===== config.mk =====
export PLATFORM = sky130hd
export DESIGN_NAME = led_scan_ctrl
export DESIGN_NICKNAME = d
export VERILOG_FILES = /design/src/rtl/led_scan_ctrl_pkg.sv /design/src/rtl/led_scan_ctrl_tick.sv /design/src/rtl/led_scan_ctrl.sv
export SDC_FILE = /design/constraint.sdc
export NUM_CORES = 1
export LEC_CHECK = 0
export CAP_MARGIN = 15
export CELL_PAD_IN_SITES_DETAIL_PLACEMENT = 0
export CELL_PAD_IN_SITES_GLOBAL_PLACEMENT = 1
export CORE_MARGIN = 2
export CORE_UTILIZATION = 30
export CTS_BUF_LIST = sky130_fd_sc_hd__clkbuf_4 sky130_fd_sc_hd__clkbuf_8 sky130_fd_sc_hd__clkbuf_16
export CTS_CLUSTER_SIZE = 10
export DETAILED_ROUTE_END_ITERATION = 10
export HOLD_SLACK_MARGIN = 0.03
export PLACE_DENSITY = 0.67
export SETUP_SLACK_MARGIN = 0.5
export SLEW_MARGIN = 10
export SYNTH_ARGS = -nofsm -noshare
export SYNTH_HDL_FRONTEND = slang
export SYNTH_SLANG_ARGS = --single-unit
export TNS_END_PERCENT = 20

===== constraint.sdc =====
create_clock -name clk -period 1.6 [get_ports clk]
set_input_delay 0.24 -clock clk [delete_from_list [all_inputs] [get_ports clk]]
set_output_delay 0.24 -clock clk [all_outputs]
set_load 0.005 [all_outputs]

===== src/rtl/led_scan_ctrl_pkg.sv =====
// Shared encodings for the LED scan controller: mode, direction and bus widths.
// No logic, so no latency.
// No flow control; pure type and constant definitions.
package led_scan_ctrl_pkg;

  localparam int ADDR_W = 3;
  localparam int DATA_W = 8;

  localparam logic [ADDR_W-1:0] ADDR_ZERO = '0;
  localparam logic [ADDR_W-1:0] ADDR_ONE  = {{(ADDR_W-1){1'b0}}, 1'b1};
  localparam logic [ADDR_W-1:0] ADDR_MAX  = '1;

  typedef enum logic [1:0] {
    MODE_UP   = 2'b00,
    MODE_DOWN = 2'b01,
    MODE_PING = 2'b10,
    MODE_HOLD = 2'b11
  } mode_e;

  typedef enum logic {
    DIR_UP   = 1'b0,
    DIR_DOWN = 1'b1
  } dir_e;

endpackage


===== src/rtl/led_scan_ctrl_tick.sv =====
// Prescaler: one-cycle tick every DIV enabled cycles; count clears when disabled.
// Tick is combinational from the count register, asserted in the cycle count==DIV-1.
// No backpressure; a disabled enable holds the count at zero.
module tick_gen #(
  parameter int DIV = 4
) (
  input  logic clk,
  input  logic rst_n,
  input  logic i_en,
  output logic o_tick
);

  localparam int CNT_W = (DIV > 1) ? $clog2(DIV) : 1;
  localparam logic [CNT_W-1:0] CNT_LAST = CNT_W'(DIV - 1);

  logic [CNT_W-1:0] r_cnt;
  logic             w_tick;

  assign w_tick = i_en && (r_cnt == CNT_LAST);
  assign o_tick = w_tick;

  // Count 0..DIV-1 while enabled; restart on tick or when disabled.
  always_ff @(posedge clk or negedge rst_n) begin
    if (!rst_n) begin
      r_cnt <= '0;
    end else if (!i_en || w_tick) begin
      r_cnt <= '0;
    end else begin
      r_cnt <= r_cnt + 1'b1;
    end
  end

endmodule


===== src/rtl/led_scan_ctrl.sv =====
// Paced ROM address sequencer (up/down/ping-pong/hold) with registered LED output stage.
// LED reflects a new address 2 cycles after rom_addr changes (ROM register + capture).
// No backpressure; en=0 freezes stepping but in-flight fetches still land on the LEDs.
module led_scan_ctrl
  import led_scan_ctrl_pkg::*;
#(
  parameter int DIV = 4
) (
  input  logic              clk,
  input  logic              rst_n,
  input  logic              en,
  input  logic [1:0]        mode,
  output logic [ADDR_W-1:0] rom_addr,
  input  logic [DATA_W-1:0] rom_dout,
  output logic [DATA_W-1:0] led,
  output logic              led_upd,
  output logic              led_valid,
  output logic              wrap
);

  mode_e             w_mode;
  logic              w_tick;
  dir_e              r_dir;
  dir_e              w_dir_nxt;
  logic [ADDR_W-1:0] r_addr;
  logic [ADDR_W-1:0] w_addr_nxt;
  logic              w_step;
  logic              w_wrap;
  logic [1:0]        r_pend;
  logic [DATA_W-1:0] r_led;
  logic              r_led_upd;
  logic              r_led_valid;
  logic              r_wrap;

  assign w_mode = mode_e'(mode);

  tick_gen #(
    .DIV (DIV)
  ) u_tick (
    .clk    (clk),
    .rst_n  (rst_n),
    .i_en   (en),
    .o_tick (w_tick)
  );

  // Next address, direction and wrap flag for the mode sampled on this tick.
  always_comb begin
    w_addr_nxt = r_addr;
    w_dir_nxt  = r_dir;
    w_step     = 1'b0;
    w_wrap     = 1'b0;
    if (w_tick) begin
      case (w_mode)
        MODE_UP: begin
          w_step     = 1'b1;
          w_addr_nxt = r_addr + ADDR_ONE;
          w_dir_nxt  = DIR_UP;
          w_wrap     = (r_addr == ADDR_MAX);
        end
        MODE_DOWN: begin
          w_step     = 1'b1;
          w_addr_nxt = r_addr - ADDR_ONE;
          w_dir_nxt  = DIR_DOWN;
          w_wrap     = (r_addr == ADDR_ZERO);
        end
        MODE_PING: begin
          w_step = 1'b1;
          if (r_dir == DIR_UP) begin
            if (r_addr == ADDR_MAX) begin
              // Bounce off the top end.
              w_addr_nxt = r_addr - ADDR_ONE;
              w_dir_nxt  = DIR_DOWN;
              w_wrap     = 1'b1;
            end else begin
              w_addr_nxt = r_addr + ADDR_ONE;
            end
          end else begin
            if (r_addr == ADDR_ZERO) begin
              // Bounce off the bottom end.
              w_addr_nxt = r_addr + ADDR_ONE;
              w_dir_nxt  = DIR_UP;
              w_wrap     = 1'b1;
            end else begin
              w_addr_nxt = r_addr - ADDR_ONE;
            end
          end
        end
        default: begin
          // Hold: tick is ignored, nothing fetched.
        end
      endcase
    end
  end

  // Direction state register.
  always_ff @(posedge clk or negedge rst_n) begin
    if (!rst_n) begin
      r_dir <= DIR_UP;
    end else begin
      r_dir <= w_dir_nxt;
    end
  end

  // Address register and fetch-latency pipe; pend resets to 01 so address 0 loads after reset.
  always_ff @(posedge clk or negedge rst_n) begin
    if (!rst_n) begin
      r_addr <= '0;
      r_pend <= 2'b01;
    end else begin
      r_addr <= w_addr_nxt;
      r_pend <= {r_pend[0], w_step};
    end
  end

  // LED capture stage plus registered update/valid/wrap strobes.
  always_ff @(posedge clk or negedge rst_n) begin
    if (!rst_n) begin
      r_led       <= '0;
      r_led_upd   <= 1'b0;
      r_led_valid <= 1'b0;
      r_wrap      <= 1'b0;
    end else begin
      r_led_upd <= r_pend[1];
      r_wrap    <= w_wrap;
      if (r_pend[1]) begin
        r_led       <= rom_dout;
        r_led_valid <= 1'b1;
      end
    end
  end

  assign rom_addr  = r_addr;
  assign led       = r_led;
  assign led_upd   = r_led_upd;
  assign led_valid = r_led_valid;
  assign wrap      = r_wrap;

endmodule


## Yosys cells after proc, flatten, opt, wreduce, memory -nomap -nowiden

Index checks and enable logic that the tools add are counted.
Widths: inputs -> output; s select.

- Add/subtract/negate cells: 3
- Eq/ne operators: 4
- Mux-type cells: 15
- Reductions and logical operators: 8

Operators by type and width:

| kind | number |
|---|---|
| $mux 3 | 3 |
| $pmux 3 s3 | 1 |
| $mux 1 | 8 |
| $pmux 1 s3 | 2 |
| $eq 2x2->1 const B | 2 |
| $add 3x1->3 const B | 1 |
| $eq 3x3->1 const B | 1 |
| $logic_not 3->1 | 1 |
| $reduce_bool 3->1 | 1 |
| $reduce_or 3->1 | 1 |
| $sub 3x1->3 const B | 1 |
| $add 2x1->2 const B | 1 |
| $eq 2x1->1 const B | 1 |
| $logic_not 2->1 | 1 |
| $mux 2 | 1 |
| $reduce_and 2->1 | 1 |
| $logic_and 1x1->1 | 1 |
| $logic_not 1->1 | 1 |
| $logic_or 1x1->1 | 1 |

- Register bits: 19
- Input port bits: 13
- Output and inout bits: 14
- Word-level logic and storage cells: 38

## Longest topological paths before layout

- Depth in word-level cells: 5
- Depth in mapped cells: 5
- Gate-level depth less buffers: 5

## Modules after synthesis

A second synthesis with hierarchy kept.

- Cell total of the unflattened synthesis: 80
- Area total of the unflattened synthesis: 957.2 um2

Modules (own cells, without submodules):

| module | times used | cells an instance | area each (um2) | sequential area each (um2) |
|---|---|---|---|---|
| led_scan_ctrl | 1 | 74 | 865.8 | 426.7 |
| tick_gen | 1 | 6 | 91.3 | 50.0 |

## Worst setup path before layout

OpenSTA, ideal clock, no wires.

- Kind: flip-flop to flip-flop
- Start point: register r_addr[0], in the netlist rom_addr[0]
- End point: register r_addr[1], in the netlist rom_addr[1]
- Library setup time: 0.126 ns
- Arrival time: 1.296 ns
- Required time: 1.474 ns
- Path slack: 0.177 ns
- Stages on the path, launching flop included: 6
- Path buffers: 0
- Cells stage by stage: dfrtp_1 -> inv_1 -> ha_1 -> and3b_4 -> a2111oi_4 -> o31ai_2

- Longest elaborated chain between the ends: 4
- Elaborated cells between the ends (all ways): 8

Ends and longest elaborated chain:

| element | RTL line | source |
|---|---|---|
| start, declared | led_scan_ctrl.sv:25 | `logic [ADDR_W-1:0] r_addr;` |
| start signal, assigned | led_scan_ctrl.sv:110 | `r_addr <= w_addr_nxt;` |
| $add 3x1->3, or another cell as far along | led_scan_ctrl.sv:56, led_scan_ctrl.sv:75, led_scan_ctrl.sv:80 |  |
| $mux 3, on equally long branches | led_scan_ctrl.sv:69, led_scan_ctrl.sv:78 |  |
| $mux 3 | led_scan_ctrl.sv:68 | `if (r_dir == DIR_UP) begin` |
| $pmux 3 s3 (*) | led_scan_ctrl.sv:53 | `case (w_mode)` |

Every way passes the cells marked *; elsewhere a longest branch is shown, timed or not.
A chain may end at the register's enable or synchronous reset.

## Worst setup path in the final report

- Start point: register r_addr[0], in the netlist rom_addr[0]
- End point: register r_addr[2], in the netlist rom_addr[2]

The elaborated chain is that of the path after synthesis.

==> metrics.cfg <==
[drt]
routed.top_layer = met4
wl_met1_um = 919
met3_length_um = 128
postRouteAntennaNets = 0
drt_wl_total_um = 2021
firstDrtPassIters = 3
vias = 753
drtIter0Drc = 5
drc = 0
wire_per_inst_um = 12.25
dr_wl_met2_um = 955
viasPerCell = 4.564

[clock_network]
clk_pin_slew_ns = 0.11
cts_sinks = 19
cts_tree = built
cts_buffer_depth = 2
cts_buffers = 3
clk_latency_ns = 0.29
cts_max_level = 1
clock-root-buffer = clkbuf_4

[setup_path]
crit_type = flop to flop
cp.arrival_ns = 1.50
start_kind = flop
required_ns = 1.77
path_max_fanout = 5
endpoint_kind = flop
crit_start = rom_addr[0]$_DFFE_PN0P_
worstReg2RegStart = rom_addr[0]$_DFFE_PN0P_

[layout]
antenna_cells = 0
layout_common_cells = dlygate4sd2_1 (15), dfrtp_1 (15), buf_4 (15)
syn2layout_area_growth_pct = 52.38
stdcell_count = 165
drive_gt1_share_pct = 46.28
final_cell_area_um2 = 1521
fillers = 308
fin_nets = 144

[placement]
dpl_cell_area_um2 = 1383
place_inst = 152
port_buffers = 26
dp_hpwl_um = 1458
routabilityCongestion = 0.8066

[power]
power.leakage_nw = 0.7281
power_density_nw_per_um2 = 1238
power_mw = 1.884
ir_drop_v = 0.0005724

[global_route]
overflow = 0
grt_start_max_net_pins = 20
grt_pass1_vias = 688
antenna_found_initial = 0
grt_pass1_wl_um = 3167
track_usage_pct = 11.27

[timing]
hold_viol = 0
skew_ns = 0.005026
relSlewSlack_pct = 76.75
grt_setup_unrepaired = yes
fmax_ghz = 0.7538
period_share_pct = 82.91
min_period_ns = 1.327
setup_tns_ns = 0
drv_slew = 0
worstMarginPinSlew_ns = 0.3488
setup_viol = 0

[synthesis]
seq_area_frac_synth_pct = 47.74
syn_inst = 77
syn_avg_cell_area_um2 = 12.97
syn_area_um2 = 998.5
ys_seq_elements = 19
syn_nets = 99
ys_types = 32
yosysWarnings = 0

[hold_path]
hp-class = input pin to async pin

[run_status]
status = finished, final reports clean

[floorplanning]
die_area_um2 = 3806
ios = 27
row_count = 20
dieHeight_um = 61.69
design.core.area_um2 = 3103
initial_core_util_pct = 32.18
fp.dieW_um = 61.69

[flow_run]
cap_violations = 0

-- critical path, stage by stage, from the launching register on --
cell and delay, ns:
dfrtp_2 0.44, inv_2 0.07, ha_4 0.18, and3b_4 0.19, a211oi_2 0.19, o221ai_1 0.14
-- path summary, 6_finish.rpt --
path	depth (start not counted)	slack (ns)	end
max in group asynchronous	2	1.07	r_pend[0]$_DFF_PN1_
hold / removal	2	0.27	led_valid$_DFFE_PN0P_
setup / recovery	5	0.27	rom_addr[2]$_DFFE_PN0P_
hold reg to reg	0	0.40	r_pend[1]$_DFF_PN0_
setup reg to reg	5	0.27	rom_addr[2]$_DFFE_PN0P_
min in group clk	0	0.40	r_pend[1]$_DFF_PN0_
-- stage by stage --
| step | setup WS (ns) | utilization [%] | hold slack, ns |
|---|---|---|---|
| finish | 0.2734 | 49.03 | 0.2727 |
| global route | 0.2466 | 49.03 | 0.2757 |
| CTS | 0.2897 | 47.82 | 0.2718 |
| detailed placement | -0.2387 | 44.56 | 0.3810 |
| global placement | -0.2043 | 44.56 | 0.3800 |
| floorplan | 0.3230 | - | -0.05559 |
-- area by class of cell --
cell class,count,area (um^2),share of cell area [%]
Inverter,7,26.28,1.727
Timing Repair Buffer,42,360.3,23.68
Clock buffer,4,30.03,1.974
Tap cell,44,55.05,3.618
Multi-Input combinational cell,49,569.3,37.42
Sequential cell,19,480.5,31.58
-- metal layers --
| metal | vias up | GRT usage [%] |
|---|---|---|
| met5 | - | 0 |
| met4 | 0 | 3.647 |
| met3 | 3 | 1.863 |
| met2 | 25 | 19.70 |
| met1 | 356 | 14.17 |
| li1 | 369 | - |
-- cells in the mapped netlist (all sizes together) --
library cell / count / area share [%]
nor3b: 1 / 0.75
a2111oi: 1 / 2.8
a31oi: 1 / 0.63
o31ai: 1 / 1.3
a211oi: 1 / 0.75
ha: 9 / 11
o221ai: 1 / 0.88
buf: 2 / 1.6
dfstp: 1 / 2.6
nor2b: 1 / 0.88
a22oi: 1 / 0.75
and3: 1 / 0.75
mux2: 8 / 9.0
a221oi: 1 / 1.5
dfrtp: 18 / 45
inv: 7 / 2.6
and3b: 4 / 3.9
nand2: 4 / 1.5
o21ai: 3 / 1.5
mux2i: 2 / 2.0
nor2: 1 / 0.38
a211o: 1 / 0.88
or2: 1 / 0.63
and4bb: 1 / 1.3
nand2b: 1 / 0.63
nand3: 1 / 0.50
a31o: 1 / 0.88
nand3b: 2 / 2.8
-- timing repair --
item | 4_1_cts | 5_1_grt
hold buffers | 0 | 0
gates resized for setup | 30 | 5
setup endpoints to repair | 20 | 19
pin swaps | 6 | 1
setup buffers | 8 | 1
-- cells by family after synthesis --
family,count (synthesis),share of synthesized area (%)
AO/OA/AOI/OAI,12,11.78
adder cells (fa/ha/maj),9,11.28
buffers and inverters,9,4.261
flip-flops,19,47.74
multiplexers,10,11.03
AND/OR/NAND/NOR,18,13.91
-- flip-flops by register name, indices dropped and copies added (netlist names) --
name          cells
led               8
led_upd           1
led_valid         1
r_dir             1
r_pend            2
rom_addr          3
u_tick.r_cnt      2
wrap              1
-- power breakdown --
part           switching [mW]  internal, mW
logic                   0.356         0.551
registers              0.0983         0.623
clock network           0.143         0.114
(Power assumes the default switching activity.)
